--- src/rtl/axis_arb_pkg.sv ---
// Shared definitions for the AXI-Stream round-robin arbiter: FSM state
// type, default sizing constants and a small modular-index helper.
package axis_arb_pkg;

  typedef enum logic [0:0] {
    IDLE = 1'b0,
    BUSY = 1'b1
  } arb_state_t;

  localparam int DEF_NUM_PORTS = 4;
  localparam int DEF_DATA_W    = 8;

  // Adds two indices that are both below n and wraps the sum back into 0..n-1.
  function automatic int wrapAdd(input int a, input int b, input int n);
    int s;
    s = a + b;
    return (s >= n) ? (s - n) : s;
  endfunction

endpackage

--- src/rtl/axis_rr_pick.sv ---
// Combinational round-robin picker: returns the first requesting index at or
// after i_ptr, wrapping around the request vector, plus a found flag.
module axis_rr_pick
  import axis_arb_pkg::*;
#(
  parameter int NUM_PORTS = DEF_NUM_PORTS,
  parameter int IDXW      = $clog2(DEF_NUM_PORTS)
) (
  input  logic [NUM_PORTS-1:0] i_req,
  input  logic [IDXW-1:0]      i_ptr,
  output logic [IDXW-1:0]      o_idx,
  output logic                 o_found
);

  logic [IDXW-1:0] w_pos;

  // Scan from the farthest offset back to the pointer so the nearest request wins.
  always_comb begin
    o_found = 1'b0;
    o_idx   = '0;
    w_pos   = '0;
    for (int k = NUM_PORTS - 1; k >= 0; k--) begin
      w_pos = IDXW'(wrapAdd(int'(i_ptr), k, NUM_PORTS));
      if (i_req[w_pos]) begin
        o_found = 1'b1;
        o_idx   = w_pos;
      end
    end
  end

endmodule

--- src/rtl/axis_rr_arb.sv ---
// AXI-Stream packet arbiter: NUM_PORTS slave streams share one registered
// master stream, with round-robin grants held for a whole packet.
// Optional feature: define AXIS_ARB_TID_EN to add m_axis_tid carrying the
// source port index of every output beat.
module axis_rr_arb
  import axis_arb_pkg::*;
#(
  parameter int NUM_PORTS = DEF_NUM_PORTS,
  parameter int DATA_W    = DEF_DATA_W
) (
  input  logic                          aclk,
  input  logic                          areset,
  input  logic [NUM_PORTS-1:0]          s_axis_tvalid,
  output logic [NUM_PORTS-1:0]          s_axis_tready,
  input  logic [NUM_PORTS*DATA_W-1:0]   s_axis_tdata,
  input  logic [NUM_PORTS-1:0]          s_axis_tlast,
  output logic                          m_axis_tvalid,
  input  logic                          m_axis_tready,
  output logic [DATA_W-1:0]             m_axis_tdata,
  output logic                          m_axis_tlast
`ifdef AXIS_ARB_TID_EN
  ,
  output logic [$clog2(NUM_PORTS)-1:0]  m_axis_tid
`endif
);

  localparam int IDXW = $clog2(NUM_PORTS);

  arb_state_t          r_state;
  logic [IDXW-1:0]     r_ptr;
  logic [IDXW-1:0]     r_grant;
  logic                r_mValid;
  logic [DATA_W-1:0]   r_mData;
  logic                r_mLast;

  logic [IDXW-1:0]     w_pickIdx;
  logic                w_pickFound;
  logic                w_outFree;
  logic                w_accept;
  logic [IDXW-1:0]     w_nextPtr;

  axis_rr_pick #(
    .NUM_PORTS (NUM_PORTS),
    .IDXW      (IDXW)
  ) u_pick (
    .i_req   (s_axis_tvalid),
    .i_ptr   (r_ptr),
    .o_idx   (w_pickIdx),
    .o_found (w_pickFound)
  );

  // The output register can take a beat when it is empty or being drained.
  assign w_outFree = !r_mValid || m_axis_tready;

  // Only the granted port sees ready, and never while reset is asserted.
  always_comb begin
    s_axis_tready = '0;
    if (!areset && (r_state == BUSY) && w_outFree) begin
      s_axis_tready[r_grant] = 1'b1;
    end
  end

  assign w_accept  = s_axis_tvalid[r_grant] && s_axis_tready[r_grant];
  assign w_nextPtr = (r_grant == IDXW'(NUM_PORTS - 1)) ? '0 : (r_grant + IDXW'(1));

  // Grant FSM: pick in IDLE, hold the grant until the tlast beat is accepted.
  always_ff @(posedge aclk) begin
    if (areset) begin
      r_state <= IDLE;
      r_ptr   <= '0;
      r_grant <= '0;
    end else begin
      case (r_state)
        IDLE: begin
          if (w_pickFound) begin
            r_grant <= w_pickIdx;
            r_state <= BUSY;
          end
        end
        BUSY: begin
          if (w_accept && s_axis_tlast[r_grant]) begin
            r_state <= IDLE;
            r_ptr   <= w_nextPtr;
          end
        end
        default: r_state <= IDLE;
      endcase
    end
  end

  // Output register: load on accept, hold under backpressure, empty when drained.
  always_ff @(posedge aclk) begin
    if (areset) begin
      r_mValid <= 1'b0;
      r_mData  <= '0;
      r_mLast  <= 1'b0;
    end else if (w_accept) begin
      r_mValid <= 1'b1;
      r_mData  <= s_axis_tdata[r_grant*DATA_W +: DATA_W];
      r_mLast  <= s_axis_tlast[r_grant];
    end else if (m_axis_tready) begin
      r_mValid <= 1'b0;
    end
  end

`ifdef AXIS_ARB_TID_EN
  logic [IDXW-1:0] r_mTid;

  // Source index travels with the data it was accepted alongside.
  always_ff @(posedge aclk) begin
    if (areset) begin
      r_mTid <= '0;
    end else if (w_accept) begin
      r_mTid <= r_grant;
    end
  end

  assign m_axis_tid = r_mTid;
`else
  // Source index is not tracked in this build.
`endif

  assign m_axis_tvalid = r_mValid;
  assign m_axis_tdata  = r_mData;
  assign m_axis_tlast  = r_mLast;

endmodule

--- config.mk ---
export PLATFORM = sky130hd
export DESIGN_NAME = axis_rr_arb
export DESIGN_NICKNAME = d
export VERILOG_FILES = /design/src/rtl/axis_arb_pkg.sv /design/src/rtl/axis_rr_pick.sv /design/src/rtl/axis_rr_arb.sv
export SDC_FILE = /design/constraint.sdc
export NUM_CORES = 1
export LEC_CHECK = 0
export CAP_MARGIN = 20
export CORE_AREA = 2 2 54 56
export DETAILED_ROUTE_END_ITERATION = 8
export DIE_AREA = 0 0 56 58
export PLACE_DENSITY_LB_ADDON = 0.3
export SETUP_SLACK_MARGIN = 0.05
export SLEW_MARGIN = 5
export SYNTH_ARGS = -nofsm -noshare
export SYNTH_HDL_FRONTEND = slang
export SYNTH_SLANG_ARGS = --single-unit
--- constraint.sdc ---
create_clock -name aclk -period 3.2 [get_ports aclk]
set_input_delay 0.48 -clock aclk [delete_from_list [all_inputs] [get_ports aclk]]
set_output_delay 0.48 -clock aclk [all_outputs]
set_load 0.02 [all_outputs]
==> results.cfg <==
[status]
status = finished clean

[clock_tree]
path_clk_slew_ns = 0.10
root_buffer = clkbuf_4
cts-hold-fix-buffers = 0
cts_resized = 0
cts.path.max_buffers = 2
post-cts-setup-buffers = 0
cts_buffers = 3
numClockSinks = 15
clk_latency_ns = 0.29
cts_tree = yes
htree_levels = 1

[power_and_ir_drop]
total_leakage_power_nw = 0.5969
ir_worst_vdd_mv = 0.2279
cellPowerDensity_nw_per_um2 = 282.7

[critical_path]
worstPathMaxFanout = 5
crit_slowest_cell = clkdlybuf4s50_1
r2r-end = r_ptr[1]$_SDFFE_PP0P_
reg2reg_from = r_grant[1]$_SDFFE_PP0P_
path_class = in2out
critPathLaunchType = input port
endpoint = s_axis_tready[2]
crit_family = buffers and inverters
cp.arrival_ns = 2.18
cpMostUsedCell = clkdlybuf4s50_1
end_kind = output port
r2r_slack_ns = 0.75
path_depth = 5
startpoint = m_axis_tready
slowest_delay_ns = 0.60
path_buf_inv = 2
crit_chain = clkdlybuf4s50_1 -> nand2b_1 -> nor3b_2 -> and2_1 -> clkdlybuf4s50_1
crit_required_ns = 2.72
reg2reg_depth = 6

[finish]
fill_cells = 246
final_util = 0.6259
final_cell_mix = clkdlybuf4s50_1, dfxtp_1, a21oi_1, o21ai_0, mux4_2
diodes = 0
final_common_cell = clkdlybuf4s50_1
drive_gt1_frac = 0.1333
nets = 213
syn_to_final_growth_pct = 58.38

[sta]
finalWorstSetupSlack_ns = 0.5369
worst_pin_slew_ns = 0.6113
skew_ns = 0.003063
fin_crit_sh = 0.8322
max_freq_ghz = 0.3755
min_period_ns = 2.663
slew_headroom = 0.5887
setup_viol = 0
rsz0062_at_grt = no
slew_violations = 0
finalSetupTns_ns = 0
final_hold_viol_count = 0

[detailed_routing]
ant_nets = 0
route.detailed.drc = 0
drtPass1Iterations = 4
vias = 1078
via_per_inst = 5.500
drt_iter0_markers = 18
wl_per_cell_um = 14.81
routed_wirelength_um = 2902

[placement]
detailedPlace.worstSlack_ns = 0.5452
place_hpwl_um = 2303
io_buffers = 56
gp_congestion = 0.7926

[yosys]
ys_ff_latch = 15
synthesis.nets = 155
syn_area_per_cell_um2 = 9.743
synth_cell_types = 26
synth_cells = 108
synth_area_um2 = 1052
yosysSeqAreaShare = 0.2854
ys_warn_count = 0

[die]
die-area_um2 = 3248
die_x_um = 56
num_rows = 19
core_um2 = 2663
die_height_um = 58
ios = 57
floorplan.initialDensity = 0.3952

[job]
drv_cap = 0

[worst_hold_path]
min_path_type = reg2reg
hold_path_depth = 2

[global_route]
grt_start_max_net_pins = 18
grt_pass1_wl_um = 4754
grt_overflow = 0
antenna_found_initial = 0
gr-usage-all-layers = 0.1872
grt_pass1_vias = 1098
[cell type report]
cell class | count | area, µm² | share of cell area
multi-input combinational | 81 | 695.7 | 0.4174
tap | 31 | 38.79 | 0.02327
inverter | 6 | 22.52 | 0.01351
timing repair buffer | 59 | 583.1 | 0.3498
clock buffer | 4 | 26.28 | 0.01577
sequential | 15 | 300.3 | 0.1802
[worst reg2reg max path: cells and delay by family, from the launching register on]
family,cells,cell delay (ns)
buf+inv,1,0.20
simple gates,2,0.32
mux,2,0.90
flops,1,0.68
fa+ha+maj,1,0.25
[synthesized netlist by cell type]
cell type	count	area (µm²)
mux2_4	2	30.03
clkbuf_1	2	7.510
inv_1	5	18.77
nand3b_1	1	7.510
buf_6	1	11.26
nand3_1	8	40.04
inv_2	1	3.750
a21o_1	1	7.510
o221ai_1	2	17.52
nor3_1	1	5.000
and2_1	8	50.05
a21oi_1	14	70.07
nand3_4	1	17.52
nor2b_1	3	18.77
o21ai_0	11	55.05
nor4_1	1	6.260
dfxtp_1	15	300.3
nand2_1	5	18.77
ha_1	4	50.05
a211o_1	2	17.52
nor3b_2	1	12.51
mux4_2	11	247.7
and2_0	1	6.260
nor2_1	3	11.26
buf_2	3	15.01
nand2b_1	1	6.260
[how the worst min path moves through the flow]
| stage | start | to | slack, ns |
|---|---|---|---|
| final | m_axis_tdata[7]$_SDFFE_PP0P_ | m_axis_tdata[7]$_SDFFE_PP0P_ | 0.48 |
| after global routing | m_axis_tdata[1]$_SDFFE_PP0P_ | m_axis_tdata[1]$_SDFFE_PP0P_ | 0.51 |
| after CTS | m_axis_tdata[7]$_SDFFE_PP0P_ | m_axis_tdata[7]$_SDFFE_PP0P_ | 0.48 |
| after detailed placement | m_axis_tdata[7]$_SDFFE_PP0P_ | m_axis_tdata[7]$_SDFFE_PP0P_ | 0.47 |
| after global placement | m_axis_tdata[2]$_SDFFE_PP0P_ | m_axis_tdata[2]$_SDFFE_PP0P_ | 0.46 |
| after floorplan | m_axis_tdata[3]$_SDFFE_PP0P_ | m_axis_tdata[3]$_SDFFE_PP0P_ | 0.55 |
[logic make-up after synthesis]
logic type,Yosys count,share of synthesized area
AO/OA/AOI/OAI,30,0.1593
flip-flops,15,0.2854
AND/OR/NAND/NOR,34,0.1903
adder cells (fa/ha/maj),4,0.04756
buffers and inverters,12,0.05350
multiplexers,13,0.2640
[power breakdown]
group / switching (mW) / internal, mW / leakage [nW]
registers: 0.00934 / 0.194 / 0.122
clock network: 0.0676 / 0.0486 / 0.0150
logic: 0.0577 / 0.0936 / 0.460
[registers in the layout, summed over array words and instances (netlist names)]
name           count
m_axis_tdata       8
m_axis_tvalid      1
r_ptr              2
r_grant            2
m_axis_tlast       1
r_state            1
[stage by stage]
| step | std cells | power [mW] | hold WS (ns) | cell area [µm²] |
|---|---|---|---|---|
| final | 196 | 0.4711 | 0.4834 | 1667 |
| after floorplan | 108 | 0.2816 | 0.5536 | 1052 |
| after global routing | 196 | 0.4917 | 0.5097 | 1667 |
| after global placement | 192 | 0.3561 | 0.4619 | 1640 |
| after CTS | 196 | 0.4746 | 0.4815 | 1667 |
| after detailed placement | 192 | 0.3595 | 0.4689 | 1640 |
[routing by layer]
layer  up-vias  global-route usage  wire length [µm]
met2        46              0.3496              1564
met1       508              0.2183              1088
li1        517                   -                 -
met3         7             0.01786               166
met4         0             0.08163                82
met5         -                   0                 0
Power figures use the tool's default switching activity.
